## src/rtl/button_event_ctrl_pkg.sv

```systemverilog
// Shared constants, register decode and event bit layout for the button event controller.
package button_event_ctrl_pkg;

   // Register offsets, decoded from addr[3:2]
   localparam logic [1:0] EV_DATA  = 2'd0;
   localparam logic [1:0] EV_EVENT = 2'd1;
   localparam logic [1:0] EV_IRQEN = 2'd2;
   localparam logic [1:0] EV_HOLD  = 2'd3;

   // Event bit positions inside EVENT / IRQ_EN
   localparam int unsigned EVB_PRESS = 0;
   localparam int unsigned EVB_LONG  = 4;
   localparam int unsigned EVB_SWCHG = 8;

   localparam int unsigned EV_W = 9;
   localparam logic [EV_W-1:0] EV_MASK = 9'h1FF;

   typedef enum logic [1:0] {
      RegData  = EV_DATA,
      RegEvent = EV_EVENT,
      RegIrqEn = EV_IRQEN,
      RegHold  = EV_HOLD
   } ev_reg_e;

   // Word select from a byte address; the two low address bits are ignored.
   function automatic ev_reg_e decode_reg(input logic [3:0] addr);
      return ev_reg_e'(addr[3:2]);
   endfunction

endpackage

```

## src/rtl/button_event_ctrl_if.sv

```systemverilog
// Single-cycle register bus between the core and the button event controller.
interface button_event_ctrl_if;

   logic        we;
   logic [3:0]  addr;
   logic [31:0] wdata;
   logic [31:0] rdata;

   modport master (
      output we,
      output addr,
      output wdata,
      input  rdata
   );

   modport slave (
      input  we,
      input  addr,
      input  wdata,
      output rdata
   );

endinterface

```

## src/rtl/button_hold_counter.sv

```systemverilog
// Long-press detector for one button: counts held cycles and emits one pulse per hold.
module button_hold_counter #(
   parameter int unsigned HOLD_W = 24
) (
   input  logic              clk,
   input  logic              rst,
   input  logic              btn,
   input  logic [HOLD_W-1:0] threshold,
   output logic              long_pulse
);

   logic [HOLD_W-1:0] count_q, count_d;
   logic              lp_done_q, lp_done_d;

   // Pulse once the count has reached the threshold; a lowered threshold fires on the next cycle.
   always_comb begin
      long_pulse = ~lp_done_q && (count_q != '0) && (count_q >= threshold);
      count_d    = count_q;
      lp_done_d  = lp_done_q;
      if (!btn) begin
         // Release rearms the detector, even in the cycle the pulse fires.
         count_d   = '0;
         lp_done_d = 1'b0;
      end else begin
         if (count_q < threshold) begin
            count_d = count_q + HOLD_W'(1);
         end
         if (long_pulse) begin
            lp_done_d = 1'b1;
         end
      end
   end

   // Counter and one-shot flag state.
   always_ff @(posedge clk or posedge rst) begin
      if (rst) begin
         count_q   <= '0;
         lp_done_q <= 1'b0;
      end else begin
         count_q   <= count_d;
         lp_done_q <= lp_done_d;
      end
   end

endmodule

```

## src/rtl/button_event_ctrl.sv

```systemverilog
// Button/switch event controller: edge and long-press detection, sticky W1C events, masked IRQ.
module button_event_ctrl
   import button_event_ctrl_pkg::*;
#(
   parameter int unsigned       N_BTN        = 4,
   parameter int unsigned       N_SW         = 16,
   parameter int unsigned       HOLD_W       = 24,
   parameter logic [HOLD_W-1:0] HOLD_DEFAULT = HOLD_W'(5_000_000)
) (
   input  logic                clk,
   input  logic                rst,
   input  logic [31:0]         sw_bt,
   button_event_ctrl_if.slave  bus,
   output logic                irq
);

   localparam int unsigned InW = N_SW + N_BTN;

   logic [InW-1:0]    prev_q;
   logic              primed_q;
   logic [EV_W-1:0]   event_q, event_d;
   logic [EV_W-1:0]   irq_en_q, irq_en_d;
   logic [HOLD_W-1:0] hold_q, hold_d;
   logic              irq_q, irq_d;

   logic [EV_W-1:0]   new_ev;
   logic [EV_W-1:0]   clr_mask;
   logic [N_BTN-1:0]  btn;
   logic [N_BTN-1:0]  press;
   logic [N_BTN-1:0]  long_pulse;
   ev_reg_e           sel;

   logic unused_bits;
   assign unused_bits = ^{bus.addr[1:0], bus.wdata[31:HOLD_W], sw_bt[31:InW]};

   assign sel = decode_reg(bus.addr);
   assign btn = sw_bt[N_SW +: N_BTN];

   for (genvar i = 0; i < N_BTN; i++) begin : g_hold
      button_hold_counter #(
         .HOLD_W (HOLD_W)
      ) u_hold (
         .clk        (clk),
         .rst        (rst),
         .btn        (btn[i]),
         .threshold  (hold_q),
         .long_pulse (long_pulse[i])
      );
   end

   // New events this cycle; nothing is reported until prev has been loaded once.
   always_comb begin
      new_ev = '0;
      press  = btn & ~prev_q[N_SW +: N_BTN];
      if (primed_q) begin
         new_ev[EVB_PRESS +: N_BTN] = press;
         new_ev[EVB_LONG +: N_BTN]  = long_pulse;
         new_ev[EVB_SWCHG]          = |(sw_bt[N_SW-1:0] ^ prev_q[N_SW-1:0]);
      end
   end

   // Bus write decode and next register values; a new event beats its own W1C clear.
   always_comb begin
      clr_mask = '0;
      irq_en_d = irq_en_q;
      hold_d   = hold_q;
      if (bus.we) begin
         unique case (sel)
            RegEvent: clr_mask = bus.wdata[EV_W-1:0] & EV_MASK;
            RegIrqEn: irq_en_d = bus.wdata[EV_W-1:0] & EV_MASK;
            RegHold: begin
               // A zero threshold would never be reached by a counter that starts at 1.
               if (bus.wdata[HOLD_W-1:0] == '0) begin
                  hold_d = HOLD_W'(1);
               end else begin
                  hold_d = bus.wdata[HOLD_W-1:0];
               end
            end
            default: ;  // DATA is read-only
         endcase
      end
      event_d = (event_q & ~clr_mask) | new_ev;
      irq_d   = |(event_d & irq_en_d);
   end

   // Registered state: input history, event/config registers and the interrupt flop.
   always_ff @(posedge clk or posedge rst) begin
      if (rst) begin
         prev_q   <= '0;
         primed_q <= 1'b0;
         event_q  <= '0;
         irq_en_q <= '0;
         hold_q   <= HOLD_DEFAULT;
         irq_q    <= 1'b0;
      end else begin
         prev_q   <= sw_bt[InW-1:0];
         primed_q <= 1'b1;
         event_q  <= event_d;
         irq_en_q <= irq_en_d;
         hold_q   <= hold_d;
         irq_q    <= irq_d;
      end
   end

   // Zero-latency read mux; reading EVENT has no side effect.
   always_comb begin
      bus.rdata = '0;
      unique case (sel)
         RegData:  bus.rdata[InW-1:0]    = sw_bt[InW-1:0];
         RegEvent: bus.rdata[EV_W-1:0]   = event_q;
         RegIrqEn: bus.rdata[EV_W-1:0]   = irq_en_q;
         RegHold:  bus.rdata[HOLD_W-1:0] = hold_q;
         default:  bus.rdata = '0;
      endcase
   end

   assign irq = irq_q;

endmodule

```

## src/flat_wrapper.sv

```systemverilog
// flat-port wrapper written by rule: the top's interface ports become plain ports
module button_event_ctrl_flat import button_event_ctrl_pkg::*;
#(
   parameter int unsigned       N_BTN        = 4,
   parameter int unsigned       N_SW         = 16,
   parameter int unsigned       HOLD_W       = 24,
   parameter logic [HOLD_W-1:0] HOLD_DEFAULT = HOLD_W'(5_000_000)
)
  (clk, rst, sw_bt, irq, bus_we, bus_addr, bus_wdata, bus_rdata);
  button_event_ctrl_if bus_i ();
  input  logic clk;
  input  logic rst;
  input  logic [31:0] sw_bt;
  output logic irq;
  input wire logic [$bits(bus_i.we)-1:0] bus_we;
  input wire logic [$bits(bus_i.addr)-1:0] bus_addr;
  input wire logic [$bits(bus_i.wdata)-1:0] bus_wdata;
  output wire logic [$bits(bus_i.rdata)-1:0] bus_rdata;
  assign bus_i.we = bus_we;
  assign bus_i.addr = bus_addr;
  assign bus_i.wdata = bus_wdata;
  assign bus_rdata = bus_i.rdata;
  button_event_ctrl #(.N_BTN(N_BTN), .N_SW(N_SW), .HOLD_W(HOLD_W), .HOLD_DEFAULT(HOLD_DEFAULT)) u_core (.clk(clk), .rst(rst), .sw_bt(sw_bt), .bus(bus_i), .irq(irq));
endmodule
```

## config.mk

```make
export PLATFORM = sky130hd
export DESIGN_NAME = button_event_ctrl_flat
export DESIGN_NICKNAME = d
export VERILOG_FILES = /design/src/rtl/button_event_ctrl_pkg.sv /design/src/rtl/button_event_ctrl_if.sv /design/src/rtl/button_hold_counter.sv /design/src/rtl/button_event_ctrl.sv /design/src/flat_wrapper.sv
export SDC_FILE = /design/constraint.sdc
export NUM_CORES = 1
export LEC_CHECK = 0
export CAP_MARGIN = 5
export CORE_MARGIN = 10
export CORE_UTILIZATION = 36
export DETAILED_ROUTE_END_ITERATION = 16
export PLACE_DENSITY = 0.65
export SLEW_MARGIN = 10
export SYNTH_ARGS = -nofsm -noshare
export SYNTH_HDL_FRONTEND = slang
export SYNTH_SLANG_ARGS = --single-unit
```

## constraint.sdc

```tcl
create_clock -name clk -period 6.4 [get_ports clk]
set_input_delay 1.28 -clock clk [delete_from_list [all_inputs] [get_ports clk]]
set_output_delay 1.28 -clock clk [all_outputs]
set_load 0.02 [all_outputs]
```

======== After elaboration in Yosys (flattened, before gate mapping) ========
Cells that the tools add are included.
operators by class
  mux-type cells .......................... 25
  $lt $le $gt $ge ......................... 8
  eq/ne operators ......................... 11
  reduce and logical (&&, ||, !) cells .... 17
  $add $sub $neg .......................... 4
  bitwise gates (word level) .............. 11
operators by type and width
  kind                     count
  $mux W24                 9
  $add A24 B1 Y24 const B  4
  $ge A24 B24 Y1           4
  $lt A24 B24 Y1           4
  $reduce_bool A24 Y1      4
  $mux W9                  5
  $pmux W9 S4              1
  $logic_not A24 Y1        1
  $pmux W11 S2             1
  $and A9 B9 Y9            2
  $ne A2 B1 Y1 const B     8
  $reduce_or A16 Y1        1
  $xor A16 B16 Y16         1
  $not A9 Y9               1
  $or A9 B9 Y9             1
  $reduce_or A9 Y1         1
  $logic_and A1 B1 Y1      8
  $mux W1                  8
  $and A4 B4 Y4            1
  $eq A2 B2 Y1 const B     2
  $mux W4                  1
  $not A1 Y1               4
  $not A4 Y4               1
  $eq A2 B1 Y1 const B     1
  other kinds (2)          2
word-level totals
  logic and storage cells ................. 90
  flip-flop bits (word level) ............. 164
  bits of input ports ..................... 71

======== Depth between registers and ports, before layout ========
Gate-level depths: netlist (run 1).
  depth after elaboration ................. 8
  gate-level depth with buffers ........... 11

======== Modules after synthesis ========
A second synthesis (run 1) with hierarchy kept.
unflattened totals
  cell total of the unflattened synthesis .. 1265
  area, all modules ....................... 11661.2 um^2
by module, submodules not included
  module                                             area each (um^2)  cells an instance  sequential area each (um^2)  times used
  button_hold_counter (u_core.g_hold[1].u_hold ...)  2178.3            260                625.6                        3
  button_event_ctrl                                  3005.4            249                1611.5                       1
  button_hold_counter (u_core.g_hold[0].u_hold)      2120.8            236                625.6                        1

======== Worst setup path before layout (run 1) ========
No wires, ideal clock.
  kind .................................... input to output
  start point ............................. input port bus_addr[3]
  end point ............................... output port bus_rdata[2]
  data required time ...................... 5120 ps
  stages on the path ...................... 6
  arrival ................................. 2539 ps
  setup slack ............................. 2581 ps
  path through ............................ inv_1 > ha_1 > clkbuf_1 > clkbuf_1 > a222oi_1 > mux2i_1
between the ends
  word-level cells in the longest chain between the ends .. 2
  elaborated cells between the ends (all ways) .. 5
RTL lines
  what                                        RTL line                  text
  start, declared                             flat_wrapper.sv:16        input wire logic [$bits(bus_i.addr)-1:0] bus_addr;
  $eq A2 B2 Y1, or another cell as far along  button_event_ctrl.sv:108  unique case (sel)
  $pmux W9 S4 *                               button_event_ctrl.sv:108
  end, declared                               flat_wrapper.sv:18        output wire logic [$bits(bus_i.rdata)-1:0] bus_rdata;
Mark *: on every way between the ends. The rest lies on a longest branch, timed or not.

======== Worst setup path after layout (run 1) ========
  start point ............................. input port bus_addr[2]
  end point ............................... output port bus_rdata[4]
Same word-level chain as after synthesis.

==> parameters.txt, run 1 <==
Parameter                              Value

Floorplanning
  Number of top-level pins ... 104
  Floorplan Core Area ... 28800 um2
  Full die area ... 36600 um2
  Vertical extent of the die ... 191 um
  Initial cell density of the core ... 36.7%
  Die boundary width ... 191 um
  Row count ... 62

Logic synthesis
  Synthesized area per cell ... 9.24 um2
  Cell area after synthesis ... 10600 um2
  Synth area leaders ... sky130_fd_sc_hd__dfrtp_1, sky130_fd_sc_hd__ha_1, sky130_fd_sc_hd__a21oi_1, sky130_fd_sc_hd__mux2_2, sky130_fd_sc_hd__o21ai_0
  Netlist cell types ... 62
  Top_reg_cell synth ... sky130_fd_sc_hd__dfrtp_1
  EDFF count, synth ... 0
  Top cells by instance count after synthesis ... sky130_fd_sc_hd__dfrtp_1, sky130_fd_sc_hd__ha_1, sky130_fd_sc_hd__a21oi_1
  Synthesis Warnings ... 0
  Area share of the leading cell type in the synthesized netlist ... 37.0%
  Cell with the most instances after synthesis ... sky130_fd_sc_hd__dfrtp_1
  Yosys top cell by area ... sky130_fd_sc_hd__dfrtp_1
  Number of standard cells after synthesis ... 1142
  Synthesis-stage register bit count ... 164
  Fraction of registers with async set or reset after synthesis ... 100%
  Fraction of the yosys area taken by sequential cells ... 39.0%

Min path
  Worst Hold Class ... flop to flop
  Worst hold path startpoint ... u_core.prev_q[16]
  Worst hold path stage count ... 1

Clocking
  TritonCTS Sinks ... 164
  Maximum number of buffers from clock root to sink ... 2
  Hold Buf Count CTS ... 0
  Clock Root Buffer ... sky130_fd_sc_hd__clkbuf_16
  Inserted Clock Buffers ... 17
  # Post-CTS Setup Buffers ... 0
  Post-CTS sizing ... 0
  Clock network latency to the later pin of the worst-skew pair ... 0.43 ns
  H-tree levels ... 4
  Clk pin slew, worst setup/hold paths ... 0.07 ns
  Clock tree from TritonCTS ... yes

Drt
  Number of nets still failing antenna checks after routing ... 0
  Starting DRT DRC Count ... 819
  Routed via count divided by cell count ... 5.70
  Total Routed Length ... 31600 um
  Number of detailed-route iterations in the first pass ... 6
  Routed len/inst ... 19.8 um
  Routed vias ... 9117
  Number of remaining DRC errors ... 0

Timing
  Period utilisation layout ... 79.2%
  Worst Tran Pin Value ... 0.964 ns
  Slew margin rel. ... 35.8%
  Total negative slack for setup checks ... 0 ns
  Highest clock frequency the design can meet ... 0.197 GHz
  Smallest hold slack ... 0.476 ns
  Hold Violations, Final ... 0
  PnR worst setup slack ... 1.33 ns
  Final Setup Violations ... 0
  Setup Skew ... 0.0124 ns
  RSZ-0062 raised after global routing ... no
  Crit path time final ... 5.07 ns
  Final Max Slew Viols ... 0

Global route
  Antenna violations before repair ... 1
  Via count of the first global-routing pass ... 9033
  GR Util All Layers ... 17.1%
  Maximum number of pins on one net before global-route repair ... 82
  Aggregate global routing overflow ... 0
  Wire length of the first global-routing pass ... 49700 um

Run
  Max-cap check violation count ... 0

Cells and area
  Share of cells above drive strength 1 ... 6.91%
  Synthesis-to-finish area growth ... 16.7%
  Layout net count ... 1383
  Number of antenna diodes ... 0
  Area of all sequential standard cells ... 4110 um2
  Multi-input gate area in the final layout ... 5990 um2
  Fill cell count ... 2762

Setup path
  Number of stages on the worst setup path ... 5
  Sequence of cells on the critical path ... clkdlybuf4s50_1, ha_1, a222oi_1, mux2i_1, clkdlybuf4s50_1
  Signal arrival time at the worst endpoint ... 3.79 ns
  Number of buffers and inverters on the critical path ... 2
  Slowest library cell on the worst path ... sky130_fd_sc_hd__ha_1
  CP Launch Point ... bus_addr[2]
  Capturing element type of the critical path ... primary output
  Top delay family on crit path ... buffers and inverters
  FF-to-FF Start ... u_core.hold_q[22]
  Critical path launch point type ... input pin
  Largest incremental delay on the critical path ... 0.81 ns
  Critical path class ... input pin to primary output
  Critical Path Most Common Cell ... sky130_fd_sc_hd__clkdlybuf4s50_1
  Cells on worst reg2reg path ... 9
  Max FO, Critical Path ... 17
  Req. time, crit path ... 5.12 ns

Power
  Leakage power figure ... 5.34 nW
  Net switching power ... 0.851 mW
  Share of power burned in combinational logic ... 19.2%
  Portion of total power attributed to sequential cells ... 39.4%
  Worst vdd ir ... 173 uV
  Power density over the cells ... 238 nW/um2
  Overall power ... 2.93 mW
  Clock share of power ... 41.5%
  Cell internal power dissipation ... 2.08 mW
  Switching part of the total power ... 29.0%

Placed design
  Worst slack, placed ... 1.39 ns
  Final weighted congestion in routability-driven placement ... 0.875
  Port buffer count ... 73
  HPWL after detailed placement ... 22500 um

Run status
  Status ... complete, no violations
[routing by layer]
layer | vias up | wire length, um | GRT usage (%) | part of all wire (%)
li1 | 4321 | - | - | -
met1 | 4532 | 14300 | 22.5 | 45
met2 | 216 | 14900 | 27.6 | 47
met3 | 46 | 1770 | 3.81 | 5.6
met4 | 2 | 640 | 5.05 | 2.0
met5 | - | 9 | 0 | 0.028
[layout by cell type, fill, tap and decap left out, types with 43 or more instances in the layout]
master,instances
sky130_fd_sc_hd__dfrtp_1,156
sky130_fd_sc_hd__ha_1,109
sky130_fd_sc_hd__a21oi_1,104
sky130_fd_sc_hd__nand2_1,84
sky130_fd_sc_hd__inv_1,75
sky130_fd_sc_hd__clkdlybuf4s50_1,73
sky130_fd_sc_hd__o21ai_0,66
sky130_fd_sc_hd__nor2_1,63
sky130_fd_sc_hd__or3_1,47
sky130_fd_sc_hd__nand4_1,44
sky130_fd_sc_hd__nand3_1,43
[final timing paths]
path,to,slack [ns]
worst max register to register,u_core.g_hold[3].u_hold.count_q[14],2.61
min in group asynchronous,u_core.prev_q[18],1.38
worst min-delay path,u_core.event_q[0],0.48
worst max-delay path,bus_rdata[4],1.33
worst min register to register,u_core.event_q[0],0.48
max in group asynchronous,u_core.g_hold[3].u_hold.count_q[11],3.95
[registers in the layout, summed over array words and instances (netlist names)]
name,cells
u_core.event_q,9
u_core.g_hold.u_hold.count_q,96
u_core.g_hold.u_hold.lp_done_q,4
u_core.hold_q,24
u_core.irq,1
u_core.irq_en_q,9
u_core.prev_q,20
u_core.primed_q,1
[power by group through the flow]
stage,registers (mW),clock network (mW),logic [mW]
floorplan,1.15,0,0.336
global placement,1.17,0,0.536
detailed placement,1.17,0,0.554
CTS,1.15,1.23,0.558
global route,1.16,1.27,0.617
finish,1.15,1.22,0.563
[worst register-to-register path, stage by stage (launching register included)]
cell,delay (ns)
sky130_fd_sc_hd__dfstp_2,0.55
sky130_fd_sc_hd__inv_1,0.18
sky130_fd_sc_hd__ha_1,0.38
sky130_fd_sc_hd__nand4_2,0.12
sky130_fd_sc_hd__nor3_1,0.08
sky130_fd_sc_hd__or3_4,0.38
sky130_fd_sc_hd__a2111oi_4,0.70
sky130_fd_sc_hd__nand4_1,0.62
sky130_fd_sc_hd__or3_1,0.54
sky130_fd_sc_hd__a21oi_1,0.16
[final cells by class]
type	instances	share of cell area [%]
tap	384	3.90
inverter	76	2.36
clock buffer	18	3.48
clock inverter	13	2.07
timing repair buffer	77	6.17
multi-input combinational	867	48.6
sequential	164	33.4
[cell families after synthesis]
family	count (synthesis)	share of synthesized area, %
and+or+nand+nor	404	20.5
AOI/OAI and AO/OA	257	14.8
DFF	164	39.0
buffers and inverters	118	4.50
adders and majority gates	109	12.9
muxes	50	5.10
xor gates and xnor gates	38	3.15
other	2	0.0712
[metrics by stage]
step	utilization [%]	cell area [um2]	std cells
6_report	42.8	12300	1599
5_1_grt	42.8	12300	1599
4_1_cts	42.8	12300	1599
3_5_place_dp	40.4	11600	1568
3_3_place_gp	40.4	11600	1568
2_1_floorplan	-	10600	1149
Power figures use the tool's default switching activity.
==> inputs of run 2 (changes only) <==
--- a/config.mk
+++ b/config.mk
@@ -9,7 +9,7 @@
 export CORE_MARGIN = 10
 export CORE_UTILIZATION = 36
 export DETAILED_ROUTE_END_ITERATION = 16
-export PLACE_DENSITY = 0.65
+export PLACE_DENSITY = 0.67
 export SLEW_MARGIN = 10
 export SYNTH_ARGS = -nofsm -noshare
 export SYNTH_HDL_FRONTEND = slang
==> constraint.sdc (replaced) <==
create_clock -name clk -period 4.54 [get_ports clk]
set_input_delay 0.908 -clock clk [delete_from_list [all_inputs] [get_ports clk]]
set_output_delay 0.908 -clock clk [all_outputs]
set_load 0.02 [all_outputs]
==> run 2 against run 1 <==
- via count grew 0.11%
- non-clock buffer count rose by 8
- power up 36%
- global-route usage is 0.52 points lower
- combinational power grew 37%
- critical path depth is 1 higher
- clock power increased by 30%
- wire length decreased by 2.5%
- register-to-register slack worse by 1.7 ns
- sequential share of layout area is essentially flat
- cell area is 0.10% higher
- critical path type unchanged
- largest cell class unchanged
==> parameters.txt, run 2 (synthesized netlist as in run 1, its figures left out) <==
Parameter                              Value

Run status
  Status ... complete, no violations

Global route
  Maximum number of pins on one net before global-route repair ... 84 (+2.4%)
  Via count of the first global-routing pass ... 8659 (-4.1%)
  Global routing met3 resource utilization ... 3.33% (-0.47 points)
  Wire length of the first global-routing pass ... 48200 um (-2.9%)
  Aggregate global routing overflow ... 0 (unchanged)
  GR Util met1 ... 22.5% (about the same)
  Antenna violations before repair ... 1 (unchanged)
  Grt met2 use ... 26.8% (-0.80 points)
  GR Util All Layers ... 16.6% (-0.52 points)
  Most utilized layer in the global route result ... met2

Clocking
  Clock Root Buffer ... sky130_fd_sc_hd__clkbuf_16
  TritonCTS Sinks ... 164 (unchanged)
  Post-CTS sizing ... 0 (unchanged)
  Inserted Clock Buffers ... 17 (unchanged)
  # Post-CTS Setup Buffers ... 0 (unchanged)
  H-tree levels ... 4 (unchanged)
  Maximum number of buffers from clock root to sink ... 2 (unchanged)
  Clk pin slew, worst setup/hold paths ... 0.07 ns (about the same)
  Clock tree from TritonCTS ... yes
  Hold Buf Count CTS ... 0 (unchanged)
  Clock network latency to the later pin of the worst-skew pair ... 0.45 ns (+0.02 ns)

Cells and area
  Synthesis-to-finish area growth ... 16.9%
  Multi-input gate area in the final layout ... 5990 um2 (unchanged)
  Number of antenna diodes ... 0 (unchanged)
  Fill cell count ... 2724 (-1.4%)
  Number of flip-flops under the largest register name ... 96 (unchanged)
  Highest-count cells in the layout ignoring fill and taps ... sky130_fd_sc_hd__dfrtp_1, sky130_fd_sc_hd__ha_1, sky130_fd_sc_hd__a21oi_1, sky130_fd_sc_hd__nand2_1, sky130_fd_sc_hd__inv_1
  Final cell count without fillers ... 1608 (+0.56%)
  Area of all sequential standard cells ... 4110 um2 (unchanged)
  Largest Register ... u_core.g_hold.u_hold.count_q
  Most frequent standard cell in the layout excluding fill and tap cells ... sky130_fd_sc_hd__dfrtp_1
  Final cell area excluding filler cells ... 12300 um2 (+0.10%)
  Layout net count ... 1391 (+0.58%)
  Share of cells above drive strength 1 ... 7.60% (+0.68 points)
  Registers with the most flip-flops ... u_core.g_hold.u_hold.count_q x96, u_core.hold_q x24, u_core.prev_q x20

Drt
  Routed via count divided by cell count ... 5.68 (-0.45%)
  Number of remaining DRC errors ... 0 (unchanged)
  Number of detailed-route iterations in the first pass ... 7 (+1)
  Starting DRT DRC Count ... 763 (-6.8%)
  Total Routed Length ... 30800 um (-2.5%)
  Routed vias ... 9127 (+0.11%)
  Number of nets still failing antenna checks after routing ... 0 (unchanged)
  Routed len/inst ... 19.2 um (-3.0%)

Min path
  Worst hold path startpoint ... u_core.prev_q[19]
  Worst Hold Class ... flop to flop

Placed design
  Port buffer count ... 73 (unchanged)
  HPWL after detailed placement ... 22500 um (-0.17%)
  Final weighted congestion in routability-driven placement ... 0.856 (-2.1%)
  Number of placed instances with taps included ... 1576 (+0.51%)
  Post-place instance area ... 11700 um2 (+0.61%)

Setup path
  Critical path class ... input pin to primary output
  Req. time, crit path ... 3.63 ns (-1.49 ns)
  Max FO, Critical Path ... 19 (+2)
  Critical path launch point type ... input pin
  CP Launch Point ... bus_addr[3]
  Capturing element type of the critical path ... primary output
  Signal arrival time at the worst endpoint ... 3.22 ns (-0.57 ns)
  FF-to-FF Start ... u_core.hold_q[23]

Timing
  RSZ-0062 raised after global routing ... no
  Highest clock frequency the design can meet ... 0.242 GHz
  Total negative slack for setup checks ... 0 ns (unchanged)
  Slew margin rel. ... 41.8% (+6.0 points)
  Final Max Slew Viols ... 0 (unchanged)
  Worst Tran Pin Value ... 0.865 ns (-0.0982 ns)
  Crit path time final ... 4.13 ns
  Period utilisation layout ... 90.9%
  Hold Violations, Final ... 0 (unchanged)
  Setup Skew ... 0.0139 ns (+0.00152 ns)
  Final Setup Violations ... 0 (unchanged)

Floorplanning
  Row count ... 62 (unchanged)
  Vertical extent of the die ... 191 um (unchanged)
  Initial cell density of the core ... 36.7% (unchanged)
  Number of top-level pins ... 104 (unchanged)
  Floorplan Core Area ... 28800 um2 (unchanged)
  Full die area ... 36600 um2 (unchanged)
  Die boundary width ... 191 um (unchanged)

Power
  Leakage power figure ... 5.35 nW (+0.19%)
  Power density over the cells ... 323 nW/um2 (+36%)
  Worst vdd ir ... 272 uV (+57%)
  Overall power ... 3.98 mW (+36%)

Run
  Max-cap check violation count ... 0 (unchanged)
-- run 2: changes by cell type in the layout (fill, tap and decap cells not counted), sizes merged --
cell and change:
buf +8, bufinv -4, clkbuf +2, clkinv -2, clkinvlp +2, inv +3
-- run 2: layout make-up --
cell class                 instances  area share [%]
multi-input combinational        867            48.6
clock buffer                      20            3.70
timing repair buffer              85            6.76
sequential                       164            33.4
tap                              384            3.90
inverter                          76            2.34
clock inverter                    12            1.37
-- run 2: report_power, final --
part / switching [mW] / leakage (nW) / internal [mW]
clock: 0.669 / 0.305 / 0.909
combinational: 0.475 / 2.91 / 0.298
sequential: 0.0781 / 2.13 / 1.55
total: 1.22 / 5.35 / 2.76
-- run 2: metal layers --
metal | wire length (um) | share of wire [%]
met2 | 14600 | 48
met5 | 0 | 0
met4 | 308 | 1.0
met3 | 1840 | 6.0
met1 | 14000 | 45
-- run 2: worst paths after layout --
check | endpoint | slack (ns) | cells after the start
worst min register to register | u_core.event_q[3] | 0.51 | 1
max in group asynchronous | u_core.hold_q[19] | 2.79 | 3
min in group asynchronous | u_core.g_hold[2].u_hold.count_q[22] | 0.89 | 2
worst max register to register | u_core.g_hold[3].u_hold.count_q[18] | 0.93 | 9
worst max-delay path | bus_rdata[5] | 0.41 | 6
worst min-delay path | u_core.event_q[3] | 0.51 | 1
-- run 2: worst max-delay path: stages --
cell and delay (ns):
sky130_fd_sc_hd__clkdlybuf4s50_1 0.45, sky130_fd_sc_hd__inv_1 0.12, sky130_fd_sc_hd__ha_1 0.64, sky130_fd_sc_hd__a222oi_1 0.28, sky130_fd_sc_hd__mux2i_1 0.18, sky130_fd_sc_hd__clkdlybuf4s50_1 0.63
-- run 2: metrics by stage --
step | hold WS, ns | setup slack [ns] | util, %
after global routing | 0.533 | 0.302 | 42.9
after floorplan | 0.437 | 1.46 | -
after global placement | 0.464 | 0.501 | 40.7
final | 0.510 | 0.413 | 42.9
after detailed placement | 0.493 | 0.447 | 40.7
after CTS | 0.505 | 0.450 | 42.9
==> inputs of run 3 (changes only) <==
--- a/config.mk
+++ b/config.mk
@@ -9,7 +9,7 @@
 export CORE_MARGIN = 10
 export CORE_UTILIZATION = 36
 export DETAILED_ROUTE_END_ITERATION = 16
-export PLACE_DENSITY = 0.67
+export PLACE_DENSITY = 0.65
 export SLEW_MARGIN = 10
 export SYNTH_ARGS = -nofsm -noshare
 export SYNTH_HDL_FRONTEND = slang
==> constraint.sdc (replaced) <==
create_clock -name clk -period 4.5 [get_ports clk]
set_input_delay 0.9 -clock clk [delete_from_list [all_inputs] [get_ports clk]]
set_output_delay 0.9 -clock clk [all_outputs]
set_load 0.02 [all_outputs]
==> run 3 against run 2 <==
- wire length up 0.37%
- critical endpoint unchanged
- critical path depth unchanged
- worst hold slack worse by 0.050 ns
- cell area down 0.61%
- largest cell class unchanged
==> parameters.txt, run 3 (synthesized netlist as in run 1, its figures left out) <==
Parameter                              Value

Clocking
  Hold Buf Count CTS ... 0 (unchanged)
  Maximum number of buffers from clock root to sink ... 2 (unchanged)
  TritonCTS Sinks ... 164 (unchanged)
  Clock Root Buffer ... sky130_fd_sc_hd__clkbuf_16
  Clock network latency to the later pin of the worst-skew pair ... 0.45 ns (about the same)
  Post-CTS sizing ... 0 (unchanged)
  Clock tree from TritonCTS ... yes
  # Post-CTS Setup Buffers ... 0 (unchanged)
  Inserted Clock Buffers ... 17 (unchanged)
  H-tree levels ... 4 (unchanged)
  Clk pin slew, worst setup/hold paths ... 0.07 ns (about the same)

Global route
  Antenna violations before repair ... 1 (unchanged)
  GR Util All Layers ... 16.8% (+0.17 points)
  Aggregate global routing overflow ... 0 (unchanged)
  Maximum number of pins on one net before global-route repair ... 65 (-23%)
  Via count of the first global-routing pass ... 8792 (+1.5%)
  Wire length of the first global-routing pass ... 48500 um (+0.62%)

Drt
  Number of remaining DRC errors ... 0 (unchanged)
  Total Routed Length ... 30900 um (+0.37%)
  Routed vias ... 9096 (-0.34%)
  Starting DRT DRC Count ... 826 (+8.3%)
  Number of detailed-route iterations in the first pass ... 5 (-2)
  Number of nets still failing antenna checks after routing ... 0 (unchanged)
  Routed via count divided by cell count ... 5.65 (-0.46%)
  Routed len/inst ... 19.2 um (+0.24%)

Timing
  Final Setup Violations ... 0 (unchanged)
  Period utilisation layout ... 89.5%
  Setup Skew ... 0.0112 ns (-0.00272 ns)
  Total negative slack for setup checks ... 0 ns (unchanged)
  Worst Tran Pin Value ... 0.844 ns (-0.0212 ns)
  Final Max Slew Viols ... 0 (unchanged)
  Slew margin rel. ... 43.2% (+1.4 points)
  RSZ-0062 raised after global routing ... no
  Crit path time final ... 4.03 ns
  Hold Violations, Final ... 0 (unchanged)
  Highest clock frequency the design can meet ... 0.248 GHz

Min path
  Worst hold path stage count ... 1 (unchanged)
  Worst Hold Class ... flop to flop

Power
  Switching part of the total power ... 32.4% (+1.7 points)
  Net switching power ... 1.24 mW (+1.1%)
  Share of power burned in combinational logic ... 20.8% (+1.4 points)
  Portion of total power attributed to sequential cells ... 43.0% (+2.0 points)
  Worst vdd ir ... 240 uV (-12%)
  Cell internal power dissipation ... 2.58 mW (-6.5%)
  Overall power ... 3.82 mW (-4.2%)
  Clock share of power ... 36.2% (-3.4 points)
  Power density over the cells ... 311 nW/um2 (-3.6%)
  Leakage power figure ... 5.31 nW (-0.77%)

Setup path
  Max FO, Critical Path ... 12 (-7)
  Req. time, crit path ... 3.60 ns (-0.03 ns)
  Cells on worst reg2reg path ... 9 (unchanged)
  Signal arrival time at the worst endpoint ... 3.13 ns (-0.09 ns)
  Critical path class ... input pin to primary output
  Capturing element type of the critical path ... primary output
  Critical path launch point type ... input pin

Floorplanning
  Floorplan Core Area ... 28800 um2 (unchanged)
  Initial cell density of the core ... 36.7% (unchanged)
  Row count ... 62 (unchanged)
  Full die area ... 36600 um2 (unchanged)
  Vertical extent of the die ... 191 um (unchanged)
  Die boundary width ... 191 um (unchanged)
  Number of top-level pins ... 104 (unchanged)

Cells and area
  Number of flip-flops under the largest register name ... 96 (unchanged)
  Share of cells above drive strength 1 ... 7.67% (+0.069 points)
  Layout net count ... 1393 (+0.14%)
  Number of antenna diodes ... 0 (unchanged)
  Most frequent standard cell in the layout excluding fill and tap cells ... sky130_fd_sc_hd__dfrtp_1
  Largest Register ... u_core.g_hold.u_hold.count_q
  Area of all sequential standard cells ... 4110 um2 (unchanged)
  Fill cell count ... 2778 (+2.0%)
  Registers with the most flip-flops ... u_core.g_hold.u_hold.count_q x96, u_core.hold_q x24, u_core.prev_q x20
  Multi-input gate area in the final layout ... 5990 um2 (unchanged)
  Synthesis-to-finish area growth ... 16.1%
  Highest-count cells in the layout ignoring fill and taps ... sky130_fd_sc_hd__dfrtp_1, sky130_fd_sc_hd__ha_1, sky130_fd_sc_hd__a21oi_1, sky130_fd_sc_hd__nand2_1, sky130_fd_sc_hd__inv_1

Run status
  Status ... complete, no violations

Placed design
  Final weighted congestion in routability-driven placement ... 0.910 (+6.3%)
  HPWL after detailed placement ... 22500 um (about the same)
  Port buffer count ... 73 (unchanged)

Run
  Max-cap check violation count ... 0 (unchanged)
run 3: cell count changes in the layout (fill, tap and decap cells not counted), sizes merged:
cell,change
clkinvlp,+2
inv,-1
buf,+2
clkinv,+3
bufinv,-3
clkbuf,-1
run 3: final cells by class:
| class | instances | share of cell area (%) |
|---|---|---|
| Multi-Input combinational cell | 867 | 48.9 |
| Sequential cell | 164 | 33.6 |
| Clock inverter | 13 | 0.837 |
| Inverter | 76 | 2.36 |
| Timing Repair Buffer | 87 | 6.92 |
| Clock buffer | 19 | 3.53 |
| Tap cell | 384 | 3.92 |
run 3: path summary, 6_finish.rpt:
kind | slack [ns] | from | to
worst max register to register | 0.85 | u_core.hold_q[19] | u_core.g_hold[3].u_hold.count_q[16]
worst min register to register | 0.46 | u_core.prev_q[19] | u_core.event_q[3]
worst max-delay path | 0.47 | bus_addr[2] | bus_rdata[5]
worst min-delay path | 0.46 | u_core.prev_q[19] | u_core.event_q[3]
min in group asynchronous | 0.90 | rst | u_core.event_q[0]
max in group asynchronous | 2.73 | rst | u_core.hold_q[18]
run 3: metrics by stage:
step / std cells / area, um2 / hold slack, ns / setup WS [ns] / utilization (%)
2_1_floorplan: 1149 / 10600 / 0.437 / 1.44 / -
3_3_place_gp: 1578 / 11700 / 0.468 / 0.545 / 40.7
3_5_place_dp: 1578 / 11700 / 0.466 / 0.462 / 40.7
4_1_cts: 1610 / 12300 / 0.467 / 0.486 / 42.6
5_1_grt: 1610 / 12300 / 0.500 / 0.405 / 42.6
6_report: 1610 / 12300 / 0.460 / 0.471 / 42.6
run 3: power by group through the flow:
stage | sequential [mW] | combinational (mW) | clock, mW
finish | 1.64 | 0.794 | 1.38
CTS | 1.64 | 0.792 | 1.40
floorplan | 1.64 | 0.478 | 0
global route | 1.65 | 0.874 | 1.46
detailed placement | 1.67 | 0.787 | 0
global placement | 1.66 | 0.766 | 0
run 3: metal layers:
layer	vias up	share of wire, %	global-route usage (%)
li1	4345	-	-
met1	4464	46	22.6
met2	247	47	26.5
met3	40	5.4	3.70
met4	0	1.9	4.57
met5	-	0	0
run 3: worst max-delay path, stage by stage:
cell and delay, ns:
sky130_fd_sc_hd__clkdlybuf4s50_1 0.51, sky130_fd_sc_hd__inv_1 0.10, sky130_fd_sc_hd__ha_1 0.38, sky130_fd_sc_hd__a222oi_1 0.53
sky130_fd_sc_hd__mux2i_1 0.14, sky130_fd_sc_hd__clkdlybuf4s50_1 0.57
